$ cat src/rtl/ad9361_samp_gate_pkg.sv
// Shared types, constants and width helpers for the AD9361 energy-gated sample filter.
package ad9361_samp_gate_pkg;

  typedef enum logic [1:0] {
    IDLE = 2'd0,
    OPEN = 2'd1,
    HANG = 2'd2
  } gate_state_t;

  // Cycles from a sample entering the block to the gate FSM reacting to it.
  localparam int DET_LAT = 3;

  function automatic int mag_width(input int data_width);
    return data_width + 1;
  endfunction

  function automatic int sum_width(input int data_width, input int log2_len);
    return data_width + 1 + log2_len;
  endfunction

endpackage

$ cat src/rtl/ad9361_samp_gate_det.sv
// Per-channel energy detector: |I|+|Q| magnitude, power-of-two boxcar average and
// hysteresis threshold compares.
module ad9361_samp_gate_det
  import ad9361_samp_gate_pkg::*;
#(
  parameter int DATA_WIDTH         = 12,
  parameter int LOG2_FILTER_LENGTH = 4
) (
  input  logic                  clk,
  input  logic                  rst_n,
  input  logic [DATA_WIDTH-1:0] data_i,
  input  logic [DATA_WIDTH-1:0] data_q,
  input  logic [DATA_WIDTH-1:0] thresh_on,
  input  logic [DATA_WIDTH-1:0] thresh_off,
  output logic                  above,
  output logic                  below
);

  localparam int MW   = mag_width(DATA_WIDTH);
  localparam int SW   = sum_width(DATA_WIDTH, LOG2_FILTER_LENGTH);
  localparam int FLEN = 1 << LOG2_FILTER_LENGTH;

  logic [DATA_WIDTH-1:0] abs_i;
  logic [DATA_WIDTH-1:0] abs_q;
  logic [MW-1:0]         mag_r;
  logic [MW-1:0]         hist [FLEN];
  logic [SW-1:0]         sum_r;
  logic [MW-1:0]         avg;
  logic [DATA_WIDTH-1:0] eff_off;

  // Negating in DATA_WIDTH bits is exact when read as unsigned, even for -2^(W-1).
  always_comb begin
    abs_i = data_i[DATA_WIDTH-1] ? (~data_i + DATA_WIDTH'(1)) : data_i;
    abs_q = data_q[DATA_WIDTH-1] ? (~data_q + DATA_WIDTH'(1)) : data_q;
  end

  always_ff @(posedge clk or negedge rst_n) begin
    if (!rst_n) begin
      mag_r <= '0;
    end else begin
      mag_r <= MW'(abs_i) + MW'(abs_q);
    end
  end

  // Running sum: add the newest magnitude, drop the one leaving the window.
  always_ff @(posedge clk or negedge rst_n) begin
    if (!rst_n) begin
      sum_r <= '0;
      for (int k = 0; k < FLEN; k++) begin
        hist[k] <= '0;
      end
    end else begin
      sum_r   <= sum_r + SW'(mag_r) - SW'(hist[FLEN-1]);
      hist[0] <= mag_r;
      for (int k = 1; k < FLEN; k++) begin
        hist[k] <= hist[k-1];
      end
    end
  end

  always_comb begin
    avg     = sum_r[SW-1:LOG2_FILTER_LENGTH];
    eff_off = (thresh_off < thresh_on) ? thresh_off : thresh_on;
    above   = (avg > MW'(thresh_on));
    below   = (avg < MW'(eff_off));
  end

endmodule

$ cat src/rtl/ad9361_samp_gate.sv
// Multi-channel energy-gated sample filter for the AD9361 receive path.
// Define SAMP_GATE_COMMON_EN to drive every channel from one shared gate FSM.
module ad9361_samp_gate
  import ad9361_samp_gate_pkg::*;
#(
  parameter int NUM_CHANNELS       = 4,
  parameter int DATA_WIDTH         = 12,
  parameter int NUM_DELAY          = 24,
  parameter int NUM_PAD_SAMPS      = 7,
  parameter int LOG2_FILTER_LENGTH = 4
) (
  input  logic                               clk,
  input  logic                               rst_n,
  input  logic [NUM_CHANNELS-1:0]            valid_in,
  input  logic [NUM_CHANNELS*DATA_WIDTH-1:0] data_i_in,
  input  logic [NUM_CHANNELS*DATA_WIDTH-1:0] data_q_in,
  input  logic [DATA_WIDTH-1:0]              thresh_on,
  input  logic [DATA_WIDTH-1:0]              thresh_off,
  input  logic                               bypass,
  output logic [NUM_CHANNELS-1:0]            valid_out,
  output logic [NUM_CHANNELS*DATA_WIDTH-1:0] data_i_out,
  output logic [NUM_CHANNELS*DATA_WIDTH-1:0] data_q_out,
  output logic [NUM_CHANNELS-1:0]            gate_open
);

`ifdef SAMP_GATE_COMMON_EN
  localparam int NUM_FSM = 1;
`else
  localparam int NUM_FSM = NUM_CHANNELS;
`endif
  localparam int CW  = NUM_CHANNELS * DATA_WIDTH;
  localparam int HCW = (NUM_PAD_SAMPS > 0) ? $clog2(NUM_PAD_SAMPS + 1) : 1;
  localparam logic [HCW-1:0] HANG_LOAD = (NUM_PAD_SAMPS > 0) ? HCW'(NUM_PAD_SAMPS - 1) : '0;

  logic [NUM_CHANNELS-1:0] above;
  logic [NUM_CHANNELS-1:0] below;
  logic [NUM_FSM-1:0]      fsm_trig;
  logic [NUM_FSM-1:0]      fsm_rel;
  gate_state_t             state     [NUM_FSM];
  gate_state_t             state_nxt [NUM_FSM];
  logic [HCW-1:0]          hang_cnt  [NUM_FSM];
  logic [HCW-1:0]          hang_nxt  [NUM_FSM];
  logic [CW-1:0]           dly_i     [NUM_DELAY];
  logic [CW-1:0]           dly_q     [NUM_DELAY];
  logic [NUM_CHANNELS-1:0] dly_v     [NUM_DELAY];
  logic [NUM_CHANNELS-1:0] ch_open;

  for (genvar n = 0; n < NUM_CHANNELS; n++) begin : g_det
    ad9361_samp_gate_det #(
      .DATA_WIDTH         (DATA_WIDTH),
      .LOG2_FILTER_LENGTH (LOG2_FILTER_LENGTH)
    ) u_det (
      .clk        (clk),
      .rst_n      (rst_n),
      .data_i     (data_i_in[n*DATA_WIDTH +: DATA_WIDTH]),
      .data_q     (data_q_in[n*DATA_WIDTH +: DATA_WIDTH]),
      .thresh_on  (thresh_on),
      .thresh_off (thresh_off),
      .above      (above[n]),
      .below      (below[n])
    );
  end

  // Shared gate opens on any channel and releases only once all channels are quiet.
`ifdef SAMP_GATE_COMMON_EN
  assign fsm_trig = |above;
  assign fsm_rel  = &below;
`else
  assign fsm_trig = above;
  assign fsm_rel  = below;
`endif

  always_ff @(posedge clk or negedge rst_n) begin
    if (!rst_n) begin
      for (int f = 0; f < NUM_FSM; f++) begin
        state[f]    <= IDLE;
        hang_cnt[f] <= '0;
      end
    end else begin
      for (int f = 0; f < NUM_FSM; f++) begin
        state[f]    <= state_nxt[f];
        hang_cnt[f] <= hang_nxt[f];
      end
    end
  end

  // A trigger during HANG wins over expiry so the gate never blinks closed.
  always_comb begin
    for (int f = 0; f < NUM_FSM; f++) begin
      state_nxt[f] = state[f];
      hang_nxt[f]  = hang_cnt[f];
      case (state[f])
        IDLE: begin
          if (fsm_trig[f]) begin
            state_nxt[f] = OPEN;
          end
        end
        OPEN: begin
          if (fsm_rel[f]) begin
            if (NUM_PAD_SAMPS == 0) begin
              state_nxt[f] = IDLE;
            end else begin
              state_nxt[f] = HANG;
              hang_nxt[f]  = HANG_LOAD;
            end
          end
        end
        HANG: begin
          if (fsm_trig[f]) begin
            state_nxt[f] = OPEN;
          end else if (hang_cnt[f] == '0) begin
            state_nxt[f] = IDLE;
          end else begin
            hang_nxt[f] = hang_cnt[f] - HCW'(1);
          end
        end
        default: begin
          state_nxt[f] = IDLE;
          hang_nxt[f]  = '0;
        end
      endcase
    end
  end

  always_ff @(posedge clk or negedge rst_n) begin
    if (!rst_n) begin
      for (int k = 0; k < NUM_DELAY; k++) begin
        dly_i[k] <= '0;
        dly_q[k] <= '0;
        dly_v[k] <= '0;
      end
    end else begin
      dly_i[0] <= data_i_in;
      dly_q[0] <= data_q_in;
      dly_v[0] <= valid_in;
      for (int k = 1; k < NUM_DELAY; k++) begin
        dly_i[k] <= dly_i[k-1];
        dly_q[k] <= dly_q[k-1];
        dly_v[k] <= dly_v[k-1];
      end
    end
  end

  for (genvar n = 0; n < NUM_CHANNELS; n++) begin : g_open
    assign ch_open[n] = (state[(NUM_FSM == 1) ? 0 : n] != IDLE);
  end

  // The last delay stage is the output register; the gate only masks valid.
  assign data_i_out = dly_i[NUM_DELAY-1];
  assign data_q_out = dly_q[NUM_DELAY-1];
  assign valid_out  = dly_v[NUM_DELAY-1] & ({NUM_CHANNELS{bypass}} | ch_open);
  assign gate_open  = ch_open;

endmodule
$ cat config.mk
export PLATFORM = sky130hd
export DESIGN_NAME = ad9361_samp_gate
export DESIGN_NICKNAME = d
export VERILOG_FILES = /design/src/rtl/ad9361_samp_gate_pkg.sv /design/src/rtl/ad9361_samp_gate_det.sv /design/src/rtl/ad9361_samp_gate.sv
export SDC_FILE = /design/constraint.sdc
export NUM_CORES = 2
export LEC_CHECK = 0
export CORE_MARGIN = 3
export CORE_UTILIZATION = 64
export CTS_CLUSTER_DIAMETER = 80
export DETAILED_ROUTE_END_ITERATION = 10
export PLACE_DENSITY_LB_ADDON = 0.08
export SLEW_MARGIN = 20
export SYNTH_ARGS = -nofsm -noshare
export SYNTH_HDL_FRONTEND = slang
export SYNTH_SLANG_ARGS = --single-unit
$ cat constraint.sdc
create_clock -name clk -period 8.7 [get_ports clk]
set_clock_uncertainty 0.15 [all_clocks]
set_input_delay 1.74 -clock clk [delete_from_list [all_inputs] [get_ports clk]]
set_output_delay 1.74 -clock clk [all_outputs]
set_load 0.005 [all_outputs]
==> impl_metrics.ini, run 1 <==
[yosys]
synth_nets = 5513
post_synth.cell_area_avg_um2 = 19.0
synthArstFlopShare_pct = 100
syn-instance-count = 5095
synth_top_area_share_pct = 87.3
synthFlopType = dfrtp_1
yosysSeqAreaShare_pct = 87.3
ys_types = 70
yosys_register_bits = 3372
yosysTopAreaCell = dfrtp_1
syn-cell-area_um2 = 96700
ys_warn_count = 0
synth-edff-count = 0
synth_area_leaders = dfrtp_1, ha_1, inv_1

[status]
haltStage = 3_5_place_dp
run_status = aborted with a tool error
error = [ERROR DPL-0033] detailed placement checks failed during check placement.

[place]
port_buffers = 230
place_congestion = 0.843
dpl.hpwl_mm = 116

[floorplanning]
die_w_um = 395
die_h_um = 395
pin_count = 231
initial_core_util_pct = 64.9
rows = 141
-- logic make-up after synthesis --
logic type,after synthesis,share of synthesized area [%]
AO/OA/AOI/OAI,407,2.83
XOR/XNOR,156,1.41
adder cells (fa/ha/maj),295,4.25
buffers and inverters,457,2.15
flip-flops,3372,87.3
multiplexers,15,0.164
AND/OR/NAND/NOR,393,1.91
-- cell usage after synthesis, types with 9 or more instances --
cell       number
o22ai_1         9
o21a_1         26
nand4_1         9
a211oi_1       15
inv_1         346
o21ai_0        93
fa_1           56
a21o_1         28
xnor2_1       133
nor2b_1        23
nand2_1       127
o31ai_1        26
o2111ai_1      12
nor3_1         27
a21oi_1        87
nor2_1        114
buf_4          96
nand3_1        24
o41ai_1        19
nand2b_1       25
mux2i_1        10
clkbuf_1       14
xor2_1         23
dfrtp_1      3372
ha_1          235
a21boi_0       37
-- metrics by stage --
stage / worst slack (ns) / hold WS [ns] / instance area (um^2) / instances
3_3_place_gp: 1.17 / 0.181 / 101000 / 7252
2_1_floorplan: 2.89 / 0.181 / 96700 / 5095
==> run 2: changes to the inputs <==
Settings changed: CORE_UTILIZATION 64 to 40, CTS_CLUSTER_DIAMETER 80 to default, PLACE_DENSITY_LB_ADDON 0.08 to 0.15.
==> impl_metrics.ini, run 2 <==
[timing]
slew_viol_final = 0
period_needed_ns = 6.37
fin_setup_tns_ns = 0
setup_violations = 0
finalCritPeriodShare_pct = 73.2
hold_violations = 0
relSlewSlack_pct = 29.1
worstMarginPinSlew_ns = 1.06
rsz0062_at_grt = no
fmax_mhz = 157

[setup_path]
crit_path_max_fanout = 15
worstSetupPathType = input pin to register
crit_chain = clkdlybuf4s50_1 > inv_1 > ha_1 > o21ai_0 > a211o_1 > o31ai_2 > a211oi_4 > buf_4 > a21oi_1 > ha_1 > a21oi_1 > o21ai_0 > o221ai_1 > nand4_1 > maj3_2 > a21o_1 > a21oi_1 > mux2_1
worst_ep_required_time_ns = 9.37
crit_path_end_kind = register
cp_common_cell = a21oi_1
max_stage_delay_ns = 0.62
ff2ff_setup_slack_ns = 4.33
start_kind = input pin
arrival_ns = 7.04
cp_slowest_cell = clkdlybuf4s50_1

[place]
port_buffers = 230
place_congestion = 0.781
dpl.hpwl_mm = 86.1
dpl_cell_area_um2 = 103000

[yosys]
ys_types = 70
yosysSeqAreaShare_pct = 87.3
syn-instance-count = 5095
synthTopCellsByCount = dfrtp_1, inv_1, ha_1
synth_compound_area_share_pct = 2.83
synth_area_leaders = dfrtp_1, ha_1, inv_1
synthSimpleGateAreaFrac_pct = 1.91
synth-xor-area-share_pct = 1.41
synth-adder-area-share_pct = 4.25
synth_top_family_by_area = adder cells
yosysTopAreaCell = dfrtp_1
synth-edff-count = 0
muxShareOfSynthArea_pct = 0.164
post_synth.cell_area_avg_um2 = 19.0
ys_warn_count = 0
synthArstFlopShare_pct = 100
synthFlopType = dfrtp_1
yosys_register_bits = 3372
synth_top_area_share_pct = 87.3
synth_nets = 5513
synth_most_common_cell = dfrtp_1
syn-cell-area_um2 = 96700

[pwr]
power_density_nw_per_um2 = 341
ir_worst_vdd_mv = 0.182
p_seq_share_pct = 48.4
clockPowerShare_pct = 37.2
intPower_uw = 29100
p_leak_uw = 0.0523
pwr-share-comb_pct = 14.4
power.switching_uw = 9810
p_sw_share_pct = 25.2

[drt]
drc = 0
first_pass_iters = 5
routedWlPerCell_um = 15.7
drt-initial-drc-count = 2420
drt-vias-per-instance = 4.21
vias = 38100
wirelength_mm = 142
antenna_left = 0

[cts]
cts_made_buffers = 348
clk-insertion-delay-late_ns = 0.95
post_cts_resized = 0
clock-root-buffer = clkbuf_16
htreeDepth = 5
hold_buffers = 0
path_clk_slew_ns = 0.06
cts_setup_buffers = 0
clock_sinks = 3372
cts_buffer_depth = 4
cts_tree = done

[floorplanning]
die_area_um2 = 248000
pin_count = 231
die_w_um = 498
rows = 179
coreArea_um2 = 239000
initial_core_util_pct = 40.4
die_h_um = 498

[status]
run_status = finished clean

[global_route]
grt_pass1_wl_mm = 234
grt_use_total_pct = 11.9
grt_pass1_vias = 41700
grt_overflow = 0
grt_max_degree = 198
antenna_found_initial = 28

[layout]
top_regs = dly_i x1104, dly_q x1104, g_det.u_det.hist x832
final_common_cell = dfrtp_1
multi_input_area_um2 = 10200
final_net_count = 6025
areaGrowthSynthToFinish_pct = 18.1
drive_above_1_share_pct = 10.3
seqCellArea_um2 = 84400
n_fill_cell = 20000
stdcell_area_um2 = 114000
final_cell_mix = dfrtp_1, clkbuf_16, inv_1

[job]
maxCapViolCount = 0

[hold_path]
hold_class = register to register
-- run 2: worst paths after layout --
check	start	endpoint	cells after the start
setup / recovery	thresh_on[3]	state[0]	18
hold / removal	g_det[2].u_det.hist[194]	g_det[2].u_det.hist[181]	0
setup reg to reg	g_det[1].u_det.mag_r[2]	g_det[1].u_det.sum_r[16]	15
hold reg to reg	g_det[2].u_det.hist[194]	g_det[2].u_det.hist[181]	0
max in group asynchronous	rst_n	g_det[1].u_det.sum_r[13]	3
min in group asynchronous	rst_n	data_i_out[23]	1
-- run 2: area by class of cell --
type                            instances  share of cell area [%]
Inverter                              346                    1.14
Sequential cell                      3372                    73.9
Clock inverter                        113                    1.16
Tap cell                             3167                    3.47
Multi-Input combinational cell       1266                    8.94
Timing Repair Buffer                  273                    2.51
Antenna cell                            3                 0.00658
Clock buffer                          493                    8.86
-- run 2: logic make-up (layout without fill, tap and decap cells) --
logic type	count (synthesis)	after routing
multiplexers	15	15
AO/OA/AOI/OAI	407	407
flip-flops	3372	3372
AND/OR/NAND/NOR	393	393
buffers and inverters	457	1225
XOR/XNOR	156	156
other	0	3
adder cells (fa/ha/maj)	295	295
-- run 2: critical path: cells and delay by family --
kind / cells / cell delay (ns)
fa+ha+maj: 3 / 1.09
buf+inv: 3 / 1.19
compound gates: 10 / 2.46
simple gates: 1 / 0.20
mux: 1 / 0.34
-- run 2: layer usage --
| layer | global-route usage [%] | wire (um) |
|---|---|---|
| met4 | 4.61 | 4890 |
| met1 | 17.1 | 65900 |
| met2 | 17.6 | 64000 |
| met3 | 3.04 | 6720 |
| met5 | 0 | 13 |
-- run 2: power groups by stage --
| stage | logic, uW | clock network (uW) | registers (uW) |
|---|---|---|---|
| 6_report | 5610 | 14500 | 18800 |
| 3_3_place_gp | 5560 | 0 | 19100 |
| 5_1_grt | 6480 | 15700 | 19100 |
| 4_1_cts | 5740 | 15100 | 18900 |
| 2_1_floorplan | 4080 | 0 | 18600 |
| 3_5_place_dp | 5670 | 0 | 19100 |
-- run 2: per-stage QoR --
| stage | power, uW | hold slack [ns] | setup WS [ns] | utilization [%] | instances |
|---|---|---|---|---|---|
| after floorplan | 22700 | 0.181 | 2.89 | - | 5095 |
| after global placement | 24600 | 0.181 | 1.30 | 42.9 | 8423 |
| after detailed placement | 24800 | 0.185 | 1.33 | 42.9 | 8423 |
| after CTS | 39700 | 0.109 | 2.40 | 47.7 | 9029 |
| after global routing | 41300 | 0.123 | 1.99 | 47.7 | 9032 |
| final | 38900 | 0.114 | 2.33 | 47.7 | 9033 |
Note: power is estimated with default switching activity, not from simulation.
